### config.mk
export PLATFORM = sky130hd
export DESIGN_NAME = inst_queue_param
export DESIGN_NICKNAME = d
export VERILOG_FILES = /design/src/rtl/inst_queue_param.sv
export SDC_FILE = /design/constraint.sdc
export NUM_CORES = 1
export LEC_CHECK = 0
export ABC_AREA = 1
export CORE_ASPECT_RATIO = 1.25
export CORE_MARGIN = 2
export CORE_UTILIZATION = 52
export DETAILED_ROUTE_END_ITERATION = 10
export PLACE_DENSITY = 0.69
export REMOVE_ABC_BUFFERS = 1
export SYNTH_ARGS = -nofsm -noshare
export SYNTH_HDL_FRONTEND = slang
export SYNTH_SLANG_ARGS = --single-unit
### constraint.sdc
create_clock -name clk -period 5.2 [get_ports clk]
set_input_delay 0.78 -clock clk [delete_from_list [all_inputs] [get_ports clk]]
set_output_delay 0.78 -clock clk [all_outputs]
set_load 0.05 [all_outputs]
### src/rtl/inst_queue_param.sv
// Instruction queue between fetcher and decoder.
// First-word-fall-through FIFO carrying (inst, pc) pairs, with an occupancy
// count, an early-stall almost-full flag, a global freeze (rdy) and a
// mispredict flush (clr). All status flags are decoded from the count
// register, so no output depends combinationally on a same-cycle input.
module inst_queue_param #(
  parameter int unsigned DEPTH     = 16,
  parameter int unsigned DATA_W    = 32,
  parameter int unsigned PC_W      = 32,
  parameter int unsigned AF_MARGIN = 2
) (
  input  logic                       clk,
  input  logic                       rst,
  input  logic                       rdy,
  input  logic                       clr,
  input  logic                       IF_inst_valid,
  input  logic [DATA_W-1:0]          IF_inst,
  input  logic [PC_W-1:0]            IF_pc,
  output logic                       IF_queue_full,
  output logic                       IF_almost_full,
  input  logic                       ID_valid,
  output logic                       ID_inst_valid,
  output logic [DATA_W-1:0]          ID_inst,
  output logic [PC_W-1:0]            ID_pc,
  output logic [$clog2(DEPTH):0]     count
);

  localparam int unsigned PTR_W = $clog2(DEPTH);
  localparam int unsigned CNT_W = PTR_W + 1;

  // Storage arrays; contents survive reset and flush, validity lives in count.
  logic [DATA_W-1:0] r_mem_inst [DEPTH];
  logic [PC_W-1:0]   r_mem_pc   [DEPTH];

  logic [PTR_W-1:0]  r_head;
  logic [PTR_W-1:0]  r_tail;
  logic [CNT_W-1:0]  r_count;

  logic [PTR_W-1:0]  w_head_nxt;
  logic [PTR_W-1:0]  w_tail_nxt;
  logic [CNT_W-1:0]  w_count_nxt;
  logic              w_enq;
  logic              w_deq;
  logic              w_full;
  logic              w_empty;

  // Status decode from the count register only.
  assign w_full  = (r_count == CNT_W'(DEPTH));
  assign w_empty = (r_count == '0);

  // Accepted transfers; offers while full and pops while empty are ignored.
  assign w_enq = IF_inst_valid & ~w_full;
  assign w_deq = ID_valid & ~w_empty;

  // Next-state for pointers and occupancy; rdy=0 holds everything.
  always_comb begin
    w_head_nxt  = r_head;
    w_tail_nxt  = r_tail;
    w_count_nxt = r_count;
    if (rdy) begin
      if (w_enq) w_tail_nxt = r_tail + PTR_W'(1);
      if (w_deq) w_head_nxt = r_head + PTR_W'(1);
      case ({w_enq, w_deq})
        2'b10:   w_count_nxt = r_count + CNT_W'(1);
        2'b01:   w_count_nxt = r_count - CNT_W'(1);
        default: w_count_nxt = r_count;
      endcase
    end
  end

  // Pointer/count registers; reset and flush share the same empty state.
  always_ff @(posedge clk) begin
    if (rst || clr) begin
      r_head  <= '0;
      r_tail  <= '0;
      r_count <= '0;
    end else begin
      r_head  <= w_head_nxt;
      r_tail  <= w_tail_nxt;
      r_count <= w_count_nxt;
    end
  end

  // Array write at the tail; a flush or reset discards the same-cycle offer.
  always_ff @(posedge clk) begin
    if (!rst && !clr && rdy && w_enq) begin
      r_mem_inst[r_tail] <= IF_inst;
      r_mem_pc[r_tail]   <= IF_pc;
    end
  end

  // Outputs: flags from count, head entry forced to zero while empty.
  assign IF_queue_full  = w_full;
  assign IF_almost_full = ((CNT_W'(DEPTH) - r_count) <= CNT_W'(AF_MARGIN));
  assign ID_inst_valid  = ~w_empty;
  assign ID_inst        = w_empty ? '0 : r_mem_inst[r_head];
  assign ID_pc          = w_empty ? '0 : r_mem_pc[r_head];
  assign count          = r_count;

endmodule

======== Word-level counts from Yosys, hierarchy flattened ========
Memories as Yosys holds them, arrays and structs flattened. A register that Yosys moved wholly into a read port is not among the register bits.
Index checks and enable logic that the tools add are counted.
word-level totals
  bits in registers ....................... 13
  memory bits (writable) .................. 1024
  input bits .............................. 70
  output and inout bits ................... 72
  logic and storage cells ................. 38
  memories ................................ 2
operators by class
  $add $sub $neg .......................... 5
  order comparisons ....................... 1
  eq/ne operators ......................... 3
  multiplexer cells ....................... 9
  bitwise logic cells ..................... 4
  reduce and logical (&&, ||, !) cells .... 11
memories
  memory      words  bits a word  rd ports  clocked after memory_dff  write ports  RTL line  text
  r_mem_inst  16     32           1         1                         1            32        logic [DATA_W-1:0] r_mem_inst [DEPTH];
  r_mem_pc    16     32           1         1                         1            33        logic [PC_W-1:0] r_mem_pc [DEPTH];
operators by type and width
  operator             number
  $mux 32              2
  $mux 4               4
  $pmux 5 s2           1
  $add 4x1->4 const B  2
  $reduce_and 2->1     3
  $add 5x1->5 const B  1
  $eq 5x5->1 const B   1
  $le 5x2->1 const B   1
  $logic_not 5->1      1
  $sub 5x1->5 const B  1
  $sub 5x5->5 const A  1
  $logic_and 1x1->1    3
  $and 1x1->1          2
  $eq 2x1->1 const B   1
  $eq 2x2->1 const B   1
  $logic_not 1->1      2
  $mux 1               2
  $not 1->1            2
  $reduce_bool 2->1    1
  $logic_or 1x1->1     1

======== Logic depth before layout (Yosys ltp) ========
  depth after elaboration ................. 6
  mapped depth ............................ 19
  depth with buffers taken out ............ 19

======== Worst setup path before layout ========
Ideal clock, no wire load.
  kind .................................... reg-to-reg
  start point ............................. register r_count[0] (netlist: count[0])
  end point ............................... memory r_mem_inst[0][0] (enable)
  library setup time ...................... 0.486 ns
  data arrival time ....................... 4.849 ns
  data required time ...................... 4.714 ns
  path slack .............................. -0.136 ns
  stages on the path, launching flop included .. 11
  path buffers ............................ 0
  period minus slack after synthesis ...... 5.336 ns
  path through ............................ dfxtp_1 inv_1 ha_1 nand2_1 nor2_1 ha_1 inv_1 nand3_1 nor2_1 nand2_1 nor2_1
on the way
  longest elaborated chain between the ends .. 6
ends and longest elaborated chain
  item                          RTL line  text
  from (decl)                   37        logic [CNT_W-1:0] r_count;
  from (signal assigned)        80        r_count <= w_count_nxt;
  $eq 5x5->1                    48        assign w_full = (r_count == CNT_W'(DEPTH));
  via IF_queue_full             19        output logic IF_queue_full,
  $not 1->1                     52        assign w_enq = IF_inst_valid & ~w_full;
  $and 1x1->1                   52
  $logic_and 1x1->1             86        if (!rst && !clr && rdy && w_enq) begin
  $mux 1                        86
  $mux 1 (implied by the code)  87        r_mem_inst[r_tail] <= IF_inst;
  to (decl)                     32
The timed path passes the listed nets, and every way through them passes these cells.

==> results.md <==
- Setup crit start kind: flop
- Largest net degree at the start of global routing: ~210
- Cts repair resizes: 0
- Antenna Nets Post-Route: 0
- FF/Latch Area: 0.0311 mm2
- Overflow left after global routing: 0
- Worst skew pair latency: 0.68 ns
- Final worst path period share: 0.916
- Overall Power: 17.6 mW
- Avg WL per Cell: 19.9 um
- Final Core Density: 0.594
- Synth Register Bits: between 1,000 and 1,500
- I/O pin cnt: ~140
- Sequential-to-total area share from yosys stat: 0.702
- Initial antenna violation count: 9
- CP required: ~4.4 ns
- Num CTS Buffers: 99
- Final wirelength: around 110 mm
- Yosys cell types: 22
- Via Count: 29,400
- Tot GR Track Use: 0.244
- Max Clk Rate: 0.210 GHz
- CP arrival: 3.98 ns
- Core Region: 0.0843 mm2
- Worst-margin pin slew: 1.20 ns
- Crit-path max FO: 65
- CTS Buffer Depth: 3
- Reg2Reg Launch Point: count[0]
- WHS Path Cells: 2
- Status: finished, final reports clean
- Maxcap violations: 0
- Synth Flop Type: edfxtp_1
- Power per cell area: 352 mW/mm2
- Vias in the first global route: 28,100
- CP Capture Type: primary output
- Nets: about 4,300
- Die Y: 330 um
- RSZ-0062 raised after global routing: no
- Final hold violations: 0
- DR pass1 iterations: 6
- Max-slew violation count: 0
- DIE AREA: 0.0876 mm2
- Slew HR: 0.203
- Die width: 265 um
- VDD IR max: approximately 0.21 mV
- Area grow syn2layout: 13.0%
- Share of post-route cells with drive strength above 1: 0.0531
- Post-route cell area: 0.0501 mm2
- First-pass GRT wire length: 163 mm
- Multi-input logic area: ~0.01 mm2
- Hold path startpoint: r_head[3]
- Synth async-reset ratio: 0
- CTS Root Cell: clkbuf_16
- Via/cell ratio: 5.43
- Synth warn: 0
- Avg Synthesized Cell Area: between 10 and 15 um2
- Skew final: 0.0183 ns
- DRC viols: 0
- R2R cell count: 11
- Placed standard-cell area: 0.0467 mm2
- # rows: 119
- DRT iter0 DRCs: 3,381
- Placer Congestion: 0.773
- Initial Util: 0.526
- PortBufs: 141
- CTS clk-pin slew, worst paths: ~0.06 ns
- Setup Buffers After CTS: 0
- Cts hold-fix bufs: 0
- Hold crit path type: reg -> reg
- Syn Inst Count: ~4,200
- CTS Sinks: 1,041
- Detailed Place HPWL: 51.9 mm
- Synthesized cell area: ~0.044 mm2
- # fillers: 6,611
- Final setup viols: 0
- Reg2reg end: r_mem_pc[6][4]
- FF-to-FF setup slack: 1.61 ns
- Leak: 20.1 nW
- Final Critical Period: 4.76 ns
- Worst setup path category: reg -> out
- TritonCTS clock tree: done
- Post-synth EDFFs: ~1,000
- H-tree depth: 3
power breakdown:
part | internal [mW] | switching, mW
Combinational | 0.266 | 0.687
Clock | 4.39 | 3.07
Sequential | 9.22 | 0.00852
Total | 13.9 | 3.77
flip-flops by register name, summed over array words and instances, names as in the netlist, named ones only:
signal / count
r_tail: 4
count: 5
r_head: 4
r_mem_pc: 512
r_mem_inst: 512
worst max-delay path by stage:
stage                        endpoint  cells past startpoint  start
after floorplan            ID_inst[0]                      6   flop
after global placement    ID_inst[31]                      9   flop
after detailed placement  ID_inst[31]                      9   flop
after CTS                 ID_inst[31]                      9   flop
after global routing      ID_inst[31]                      9   flop
final                     ID_inst[31]                      9   flop
area by class of cell:
type                       instances  area share
antenna                            2   0.0000999
clock buffer                     122      0.0533
clock inverter                    57      0.0138
inverter                         544      0.0414
multi-input combinational       2350       0.200
sequential                      1041       0.621
tap                             1089      0.0272
timing repair buffer             200      0.0433
kinds of logic after synthesis:
logic type                 synth area share
DFF                                   0.702
xor gates and xnor gates           0.000791
AOI/OAI and AO/OA                   0.00988
adders and majority gates           0.00367
and+or+nand+nor                       0.209
buffers and inverters                0.0752
synth_stat cells, types with 2 or more instances:
cell type	n	area, um2
nor3_1	4	20.0
nor2_1	29	109
xor2_1	2	17.5
clkbuf_1	36	135
buf_2	111	556
buf_4	28	210
dfxtp_1	17	340
ha_1	13	163
buf_6	29	327
inv_1	541	2030
nand2_1	1563	5870
nand3_1	648	3240
inv_2	2	7.51
buf_1	15	56.3
o21ai_0	11	55.1
a21oi_1	75	375
edfxtp_1	1024	30700
xnor2_1	2	17.5
per-layer routing:
metal,share of wire,track usage
met5,0.00077,0
met2,0.49,0.412
met1,0.40,0.320
met4,0.027,0.0830
met3,0.087,0.0478
stage by stage:
step	hold slack [ns]	worst slack, ns	TNS, ns	std cells
finish	0.491	0.438	0	5405
global route	0.517	0.229	0	5405
CTS	0.488	0.401	0	5403
detailed placement	0.479	1.13	0	5224
floorplan	0.460	-11.72	-879.07	3935
global placement	0.477	1.14	0	5224
cells in the final DEF (no fill, tap or decap), drive strengths merged:
cell	netlist	final
a21oi	75	75
buf	183	59
bufinv	0	15
clkbuf	36	122
clkdlybuf4s50	0	141
clkinv	0	36
clkinvlp	0	1
dfxtp	17	17
diode	0	2
edfxtp	1024	1024
ha	13	13
inv	544	549
nand2	1563	1563
nand3	648	648
nand4	1	1
nor2	29	29
nor3	4	4
nor3b	1	1
o21ai	11	11
o21bai	1	1
xnor2	2	2
xor2	2	2
critical path, stage by stage (launching register included):
cell and delay [ns]:
dfxtp_4 0.45, buf_4 0.49, buf_4 0.67, nand2_1 0.12
nand2_1 0.10, nand2_1 0.05, nand3_1 0.11, nand3_1 0.09
a21oi_1 0.30, clkdlybuf4s50_1 0.86
No activity file was read; power rests on OpenSTA's default activity.
